`config.mk`:
```
export PLATFORM = sky130hd
export DESIGN_NAME = chirp_window_gen_flat
export DESIGN_NICKNAME = d
export VERILOG_FILES = /design/src/rtl/chirp_window_gen_if.sv /design/src/rtl/chirp_window_gen.sv /design/src/flat_wrapper.sv
export SDC_FILE = /design/constraint.sdc
export NUM_CORES = 1
export LEC_CHECK = 0
export ABC_CLOCK_PERIOD_IN_PS = 2700
export BUFFER_PORTS_ARGS = -buffer_cell sky130_fd_sc_hd__clkbuf_2
export CAP_MARGIN = 20
export CORE_MARGIN = 3
export CORE_UTILIZATION = 40
export CTS_CLUSTER_DIAMETER = 60
export CTS_CLUSTER_SIZE = 24
export DETAILED_ROUTE_END_ITERATION = 12
export GPL_ROUTABILITY_DRIVEN = 1
export GPL_TIMING_DRIVEN = 0
export PLACE_DENSITY = 0.65
export REMOVE_ABC_BUFFERS = 1
export SETUP_SLACK_MARGIN = 0.4
export SLEW_MARGIN = 20
export SYNTH_ARGS = -nofsm -noshare
export SYNTH_HDL_FRONTEND = slang
export SYNTH_SLANG_ARGS = --single-unit
```
`constraint.sdc`:
```
create_clock -name clk -period 2.7 [get_ports clk]
set_clock_uncertainty 0.2 [all_clocks]
set_input_delay 0.135 -clock clk [delete_from_list [all_inputs] [get_ports clk]]
set_output_delay 0.135 -clock clk [all_outputs]
set_load 0.1 [all_outputs]
```
`src/rtl/chirp_window_gen_if.sv`:
```
// Sequencer-side bus of chirp_window_gen: trigger/config inputs and window status outputs.
// Build option CHIRP_OVERRUN_CNT_EN adds the overrun_cnt_o counter output.
interface chirp_window_gen_if #(
  parameter int DLY_W = 16,
  parameter int SMP_W = 12,
  parameter int CHP_W = 8
);
  logic             enable_i;
  logic             chirp_pulse_i;
  logic [DLY_W-1:0] cfg_delay_i;
  logic [SMP_W-1:0] cfg_samples_i;
  logic [CHP_W-1:0] cfg_chirps_i;
  logic             busy_o;
  logic             sample_en_o;
  logic [SMP_W-1:0] sample_idx_o;
  logic [CHP_W-1:0] chirp_idx_o;
  logic             chirp_done_o;
  logic             frame_done_o;
  logic             overrun_o;
`ifdef CHIRP_OVERRUN_CNT_EN
  logic [15:0]      overrun_cnt_o;

  modport master (
    output enable_i, chirp_pulse_i, cfg_delay_i, cfg_samples_i, cfg_chirps_i,
    input  busy_o, sample_en_o, sample_idx_o, chirp_idx_o, chirp_done_o,
           frame_done_o, overrun_o, overrun_cnt_o
  );
  modport slave (
    input  enable_i, chirp_pulse_i, cfg_delay_i, cfg_samples_i, cfg_chirps_i,
    output busy_o, sample_en_o, sample_idx_o, chirp_idx_o, chirp_done_o,
           frame_done_o, overrun_o, overrun_cnt_o
  );
`else
  modport master (
    output enable_i, chirp_pulse_i, cfg_delay_i, cfg_samples_i, cfg_chirps_i,
    input  busy_o, sample_en_o, sample_idx_o, chirp_idx_o, chirp_done_o,
           frame_done_o, overrun_o
  );
  modport slave (
    input  enable_i, chirp_pulse_i, cfg_delay_i, cfg_samples_i, cfg_chirps_i,
    output busy_o, sample_en_o, sample_idx_o, chirp_idx_o, chirp_done_o,
           frame_done_o, overrun_o
  );
`endif
endinterface

```
`src/rtl/chirp_window_gen.sv`:
```
// Chirp sample-window sequencer: settle delay, N ADC strobes per chirp, chirp/frame done flags.
// Build option CHIRP_OVERRUN_CNT_EN adds a saturating 16-bit count of overrun pulses.
module chirp_window_gen #(
  parameter int DLY_W = 16,
  parameter int SMP_W = 12,
  parameter int CHP_W = 8
) (
  input logic               clk,
  input logic               rst_n,
  chirp_window_gen_if.slave bus
);

  typedef enum logic [1:0] {IDLE, DELAY, SAMPLE} state_t;

  state_t           state;
  logic [DLY_W-1:0] dly_cnt;
  logic [SMP_W-1:0] smp_last;
  logic [CHP_W-1:0] chp_last;
  logic             busy;
  logic             sample_en;
  logic [SMP_W-1:0] sample_idx;
  logic [CHP_W-1:0] chirp_idx;
  logic             chirp_done;
  logic             frame_done;
  logic             overrun;

  // Shadow registers hold count-minus-one so that a zero config behaves as one.
  logic [SMP_W-1:0] cfg_smp_last;
  logic [CHP_W-1:0] cfg_chp_last;
  logic [SMP_W-1:0] idx_nxt;
  logic             cfg_last_chirp;
  logic             last_chirp;

  assign cfg_smp_last   = (bus.cfg_samples_i == '0) ? '0 : bus.cfg_samples_i - SMP_W'(1);
  assign cfg_chp_last   = (bus.cfg_chirps_i  == '0) ? '0 : bus.cfg_chirps_i  - CHP_W'(1);
  assign idx_nxt        = sample_idx + SMP_W'(1);
  assign cfg_last_chirp = (chirp_idx == cfg_chp_last);
  assign last_chirp     = (chirp_idx == chp_last);

  always_ff @(posedge clk) begin
    if (!rst_n) begin
      state      <= IDLE;
      dly_cnt    <= '0;
      smp_last   <= '0;
      chp_last   <= '0;
      busy       <= 1'b0;
      sample_en  <= 1'b0;
      sample_idx <= '0;
      chirp_idx  <= '0;
      chirp_done <= 1'b0;
      frame_done <= 1'b0;
      overrun    <= 1'b0;
    end else begin
      chirp_done <= 1'b0;
      frame_done <= 1'b0;
      overrun    <= 1'b0;
      if (!bus.enable_i) begin
        state      <= IDLE;
        dly_cnt    <= '0;
        busy       <= 1'b0;
        sample_en  <= 1'b0;
        sample_idx <= '0;
        chirp_idx  <= '0;
      end else begin
        overrun <= bus.chirp_pulse_i && busy;
        case (state)
          IDLE: begin
            if (bus.chirp_pulse_i) begin
              smp_last <= cfg_smp_last;
              chp_last <= cfg_chp_last;
              busy     <= 1'b1;
              if (bus.cfg_delay_i != '0) begin
                state   <= DELAY;
                dly_cnt <= bus.cfg_delay_i;
              end else begin
                // Zero delay: first strobe goes out on the very next cycle.
                state      <= SAMPLE;
                sample_en  <= 1'b1;
                sample_idx <= '0;
                chirp_done <= (cfg_smp_last == '0);
                frame_done <= (cfg_smp_last == '0) && cfg_last_chirp;
              end
            end
          end
          DELAY: begin
            if (dly_cnt == DLY_W'(1)) begin
              state      <= SAMPLE;
              sample_en  <= 1'b1;
              sample_idx <= '0;
              chirp_done <= (smp_last == '0);
              frame_done <= (smp_last == '0) && last_chirp;
            end else begin
              dly_cnt <= dly_cnt - DLY_W'(1);
            end
          end
          SAMPLE: begin
            if (sample_idx == smp_last) begin
              state      <= IDLE;
              busy       <= 1'b0;
              sample_en  <= 1'b0;
              sample_idx <= '0;
              chirp_idx  <= last_chirp ? '0 : chirp_idx + CHP_W'(1);
            end else begin
              sample_idx <= idx_nxt;
              chirp_done <= (idx_nxt == smp_last);
              frame_done <= (idx_nxt == smp_last) && last_chirp;
            end
          end
          default: begin
            state     <= IDLE;
            busy      <= 1'b0;
            sample_en <= 1'b0;
          end
        endcase
      end
    end
  end

  assign bus.busy_o       = busy;
  assign bus.sample_en_o  = sample_en;
  assign bus.sample_idx_o = sample_idx;
  assign bus.chirp_idx_o  = chirp_idx;
  assign bus.chirp_done_o = chirp_done;
  assign bus.frame_done_o = frame_done;
  assign bus.overrun_o    = overrun;

`ifdef CHIRP_OVERRUN_CNT_EN
  logic [15:0] ovr_cnt;

  always_ff @(posedge clk) begin
    if (!rst_n)
      ovr_cnt <= '0;
    else if (overrun && (ovr_cnt != 16'hFFFF))
      ovr_cnt <= ovr_cnt + 16'd1;
  end

  assign bus.overrun_cnt_o = ovr_cnt;
`endif

endmodule

```
`src/flat_wrapper.sv`:
```
// flat-port wrapper written by rule: the top's interface ports become plain ports
module chirp_window_gen_flat 
#(
  parameter int DLY_W = 16,
  parameter int SMP_W = 12,
  parameter int CHP_W = 8
)
  (clk, rst_n, bus_enable_i, bus_chirp_pulse_i, bus_cfg_delay_i, bus_cfg_samples_i, bus_cfg_chirps_i, bus_busy_o, bus_sample_en_o, bus_sample_idx_o, bus_chirp_idx_o, bus_chirp_done_o, bus_frame_done_o, bus_overrun_o);
  chirp_window_gen_if #(.DLY_W(DLY_W), .SMP_W(SMP_W), .CHP_W(CHP_W)) bus_i ();
  input logic clk;
  input logic rst_n;
  input wire logic [$bits(bus_i.enable_i)-1:0] bus_enable_i;
  input wire logic [$bits(bus_i.chirp_pulse_i)-1:0] bus_chirp_pulse_i;
  input wire logic [$bits(bus_i.cfg_delay_i)-1:0] bus_cfg_delay_i;
  input wire logic [$bits(bus_i.cfg_samples_i)-1:0] bus_cfg_samples_i;
  input wire logic [$bits(bus_i.cfg_chirps_i)-1:0] bus_cfg_chirps_i;
  output wire logic [$bits(bus_i.busy_o)-1:0] bus_busy_o;
  output wire logic [$bits(bus_i.sample_en_o)-1:0] bus_sample_en_o;
  output wire logic [$bits(bus_i.sample_idx_o)-1:0] bus_sample_idx_o;
  output wire logic [$bits(bus_i.chirp_idx_o)-1:0] bus_chirp_idx_o;
  output wire logic [$bits(bus_i.chirp_done_o)-1:0] bus_chirp_done_o;
  output wire logic [$bits(bus_i.frame_done_o)-1:0] bus_frame_done_o;
  output wire logic [$bits(bus_i.overrun_o)-1:0] bus_overrun_o;
  assign bus_i.enable_i = bus_enable_i;
  assign bus_i.chirp_pulse_i = bus_chirp_pulse_i;
  assign bus_i.cfg_delay_i = bus_cfg_delay_i;
  assign bus_i.cfg_samples_i = bus_cfg_samples_i;
  assign bus_i.cfg_chirps_i = bus_cfg_chirps_i;
  assign bus_busy_o = bus_i.busy_o;
  assign bus_sample_en_o = bus_i.sample_en_o;
  assign bus_sample_idx_o = bus_i.sample_idx_o;
  assign bus_chirp_idx_o = bus_i.chirp_idx_o;
  assign bus_chirp_done_o = bus_i.chirp_done_o;
  assign bus_frame_done_o = bus_i.frame_done_o;
  assign bus_overrun_o = bus_i.overrun_o;
  chirp_window_gen #(.DLY_W(DLY_W), .SMP_W(SMP_W), .CHP_W(CHP_W)) u_core (.clk(clk), .rst_n(rst_n), .bus(bus_i));
endmodule
```
==> flow_summary_export.csv <==
group,metric,value,unit
status,status,"finished with violations",
status,violations,"negative hold slack",
clock_tree,clk_latency,0.35,ns
clock_tree,cts.sinks,63,
power,peakVddDrop,0.000261,V
power,p_leak,2.06,nW
timing,slew_headroom,0.510,
grt,grt_max_degree,30,
logic_synthesis,synthMuxAreaShare,0.0121,
critical_path,critPathRequiredTime,2.73,ns
clock_tree,clk_path_buf_depth,2,
logic_synthesis,synth-async-reset-ratio,0,
critical_path,max_stage_delay,0.42,ns
timing,finalSetupViolations,0,
timing,rsz0062_at_grt,"yes",
routing,avgRoutedWirePerCell,15.1,um
power,switching_share,0.281,
routing,via_per_inst,5.64,
routing,num_vias,4307,
logic_synthesis,synth_edf_count,0,
logic_synthesis,synth_top_area_frac,0.305,
clock_tree,htree_num_levels,3,
grt,grt_pass1_vias,3915,
timing,post-route-period-util,0.850,
logic_synthesis,yosys.area_share.adder,0.0242,
final_layout,antenna_cells,0,
logic_synthesis,synth_seq_cells,63,
final_layout,fillCellCount,953,
logic_synthesis,synth_top_family_by_area,"simple AND/OR/NAND/NOR gates",
floorplan,die_h,108,um
logic_synthesis,synth_xor_area_frac,0.102,
timing,tightest_slew,0.734,ns
routing,wl,11500,um
final_layout,final_util,0.540,
final_layout,area_growth,29.2,%
grt,globalRouteTotalUtil,0.197,
clock_tree,ctsRootBufferMaster,"clkbuf_8",
timing,slew_violations,0,
logic_synthesis,synthCells,548,
floorplan,start_util,0.418,
place,dpl_cell_area,0.00452,sq mm
floorplan,coreArea,0.00991,sq mm
logic_synthesis,ys.flop_type,"dfxtp_1",
clock_tree,clk_pin_slew_worst_paths,0.08,ns
logic_synthesis,synth_largest_area_cell,"dfxtp_1",
logic_synthesis,synth_area_per_cell,7.56,sq um
place,gp_congestion,0.836,
timing,fmax,436,MHz
logic_synthesis,synth_compound_area_frac,0.191,
timing,layout_min_cycle_time,2.29,ns
power,intPower,0.00177,W
critical_path,cp-end-kind,"register",
critical_path,cp_max_fo,9,
critical_path,worstSetupStartpointType,"register",
place,hpwl,7880,um
critical_path,crit_chain,"and4_4, and4_1, nor2_1, a211o_1, a31o_2, a31oi_2, o2bb2ai_1",
critical_path,cp_slowest_cell,"dfxtp_2",
floorplan,rows,36,
floorplan,fp.dieW,108,um
critical_path,critPathKind,"reg -> reg",
final_layout,fin_area,0.00535,sq mm
place,io_buffers,64,
final_layout,drive_above_1_share,0.265,
clock_tree,numCtsBuffers,9,
logic_synthesis,ys_seq_area_frac,0.305,
clock_tree,tritoncts,"yes",
grt,grt_remaining_overflow,0,
logic_synthesis,synthSimpleGateAreaFrac,0.321,
routing,drcViolationCount,0,
floorplan,dieArea,0.0116,sq mm
grt,grt_first_pass_wirelength,18800,um
routing,dr.pass1.iters,4,
grt,antenna_found_initial,0,
critical_path,rrSetupSlack,0.41,ns
timing,whs,-0.0201,ns
worst_hold_path,hp-class,"in -> reg",
power,combPwrFrac,0.184,
final_layout,nets,673,
timing,hold_violations,3,
power,p_switching,0.000691,W
power,power_density,460,mW/mm^2
logic_synthesis,ys.warnings.count,0,
critical_path,crit_arrival,2.32,ns
logic_synthesis,synthesis.area,0.00414,sq mm
power,p_seq_frac,0.403,
job,drv_cap,0,
logic_synthesis,ys_types,62,
routing,drt-initial-drc-count,192,
routing,route.antenna.remaining_nets,0,
power,pwr-share-clk,0.413,
logic_synthesis,yosys-top-cells-area,"dfxtp_1 30%, a21oi_1 6.6%, xnor2_1 5.3%, nand2_1 5.1%, xor2_1 4.9%",
floorplan,ios,65,
## stage by stage
stage / TNS [ns] / instances / power [W] / setup slack [ns]
floorplan: -7.87 / 513 / 0.00124 / -0.523
detailed placement: -0.701 / 712 / 0.00137 / -0.388
global route: 0 / 763 / 0.00256 / 0.253
finish: 0 / 763 / 0.00246 / 0.406
CTS: 0 / 750 / 0.00242 / 0.291
global placement: -7.43 / 710 / 0.00135 / -0.728
## power groups by stage
stage / sequential [W] / clock, W / combinational, W
finish: 0.000992 / 0.00102 / 0.000454
global route: 0.000995 / 0.00107 / 0.000497
CTS: 0.000991 / 0.00103 / 0.000398
detailed placement: 0.00101 / 0 / 0.000355
global placement: 0.00101 / 0 / 0.000342
floorplan: 0.00101 / 0 / 0.000232
## Yosys cell counts (all sizes together), types with 6 or more instances
| master | n |
|---|---|
| nand4 | 8 |
| or3 | 13 |
| o21ai | 35 |
| nor4 | 17 |
| nor2 | 50 |
| nor3 | 22 |
| nor2b | 15 |
| nand2 | 56 |
| nand3b | 7 |
| inv | 11 |
| clkbuf | 28 |
| ha | 8 |
| xor2 | 23 |
| a211oi | 6 |
| nand2b | 6 |
| and3 | 8 |
| a21oi | 55 |
| nand3 | 13 |
| xnor2 | 25 |
| buf | 7 |
| dfxtp | 63 |
| and2 | 9 |
## per-layer routing
layer | global-route usage | up-vias | wire (um)
met5 | 0 | - | 0
met2 | 0.317 | 138 | 5310
met4 | 0.0604 | 0 | 233
met1 | 0.267 | 2016 | 5360
li1 | - | 2127 | -
met3 | 0.0378 | 26 | 628
## what timing repair did
| action | CTS | global route |
|---|---|---|
| cloned | 1 | 0 |
| resized for setup | 26 | 60 |
| endpoints found under the hold margin | 17 | 0 |
| setup buffers | 5 | 13 |
| pin swaps | 4 | 17 |
| endpoints found under the setup margin | 46 | 39 |
| hold buffers | 16 | 0 |
## final timing paths
path                                   start                       to  cells past startpoint
hold / removal                         rst_n       u_core.smp_last[9]                      2
hold reg to reg       u_core.bus.sample_en_o   u_core.bus.sample_en_o                      2
setup / recovery  u_core.bus.sample_idx_o[3]  u_core.bus.frame_done_o                      7
setup reg to reg  u_core.bus.sample_idx_o[3]  u_core.bus.frame_done_o                      7
## cell type report
class                   count  area, sq um  area share
flip-flops and latches     63         1300       0.243
repair buffers            100          644       0.120
clock inverters             7          119      0.0222
well taps                 133          166      0.0311
multi-input cells         440         2960       0.552
clock buffers               9          124      0.0231
inverters                  11         41.3     0.00772
## state kept, by name (all words and copies together), names as in the netlist
| register | flops |
|---|---|
| u_core.chp_last | 8 |
| u_core.bus.chirp_idx_o | 8 |
| u_core.smp_last | 12 |
| u_core.bus.overrun_o | 1 |
| u_core.bus.busy_o | 1 |
| u_core.bus.sample_idx_o | 12 |
| u_core.bus.frame_done_o | 1 |
| u_core.bus.sample_en_o | 1 |
| u_core.dly_cnt | 16 |
| u_core.bus.chirp_done_o | 1 |
| u_core.state | 2 |
## critical path: cells and delay by family (launching register included)
family           cells  cell delay (ns)
flip-flops           1             0.42
AO/OA/AOI/OAI        4             0.87
AND/OR/NAND/NOR      3             0.68
## placed cells by master, fill, tap and decap left out, types with 10 or more instances in the layout
master	Yosys	layout
nor3_1	21	21
dfxtp_2	0	13
a21oi_1	55	54
buf_4	0	18
clkbuf_2	0	63
nor2b_1	15	14
nor4_1	15	13
or3_1	13	10
nand2_1	56	55
nand3_1	13	12
xnor2_1	25	21
nor2_1	49	48
o21ai_0	34	24
xor2_1	23	23
dlygate4sd3_1	0	16
dfxtp_1	63	44
## logic make-up after synthesis
kind of cell             Yosys count
XOR/XNOR                          48
flip-flops                        63
AND/OR/NAND/NOR                  245
AO/OA/AOI/OAI                    133
multiplexers                       5
adder cells (fa/ha/maj)            8
buffers and inverters             46
No activity file was read; power rests on OpenSTA's default activity.
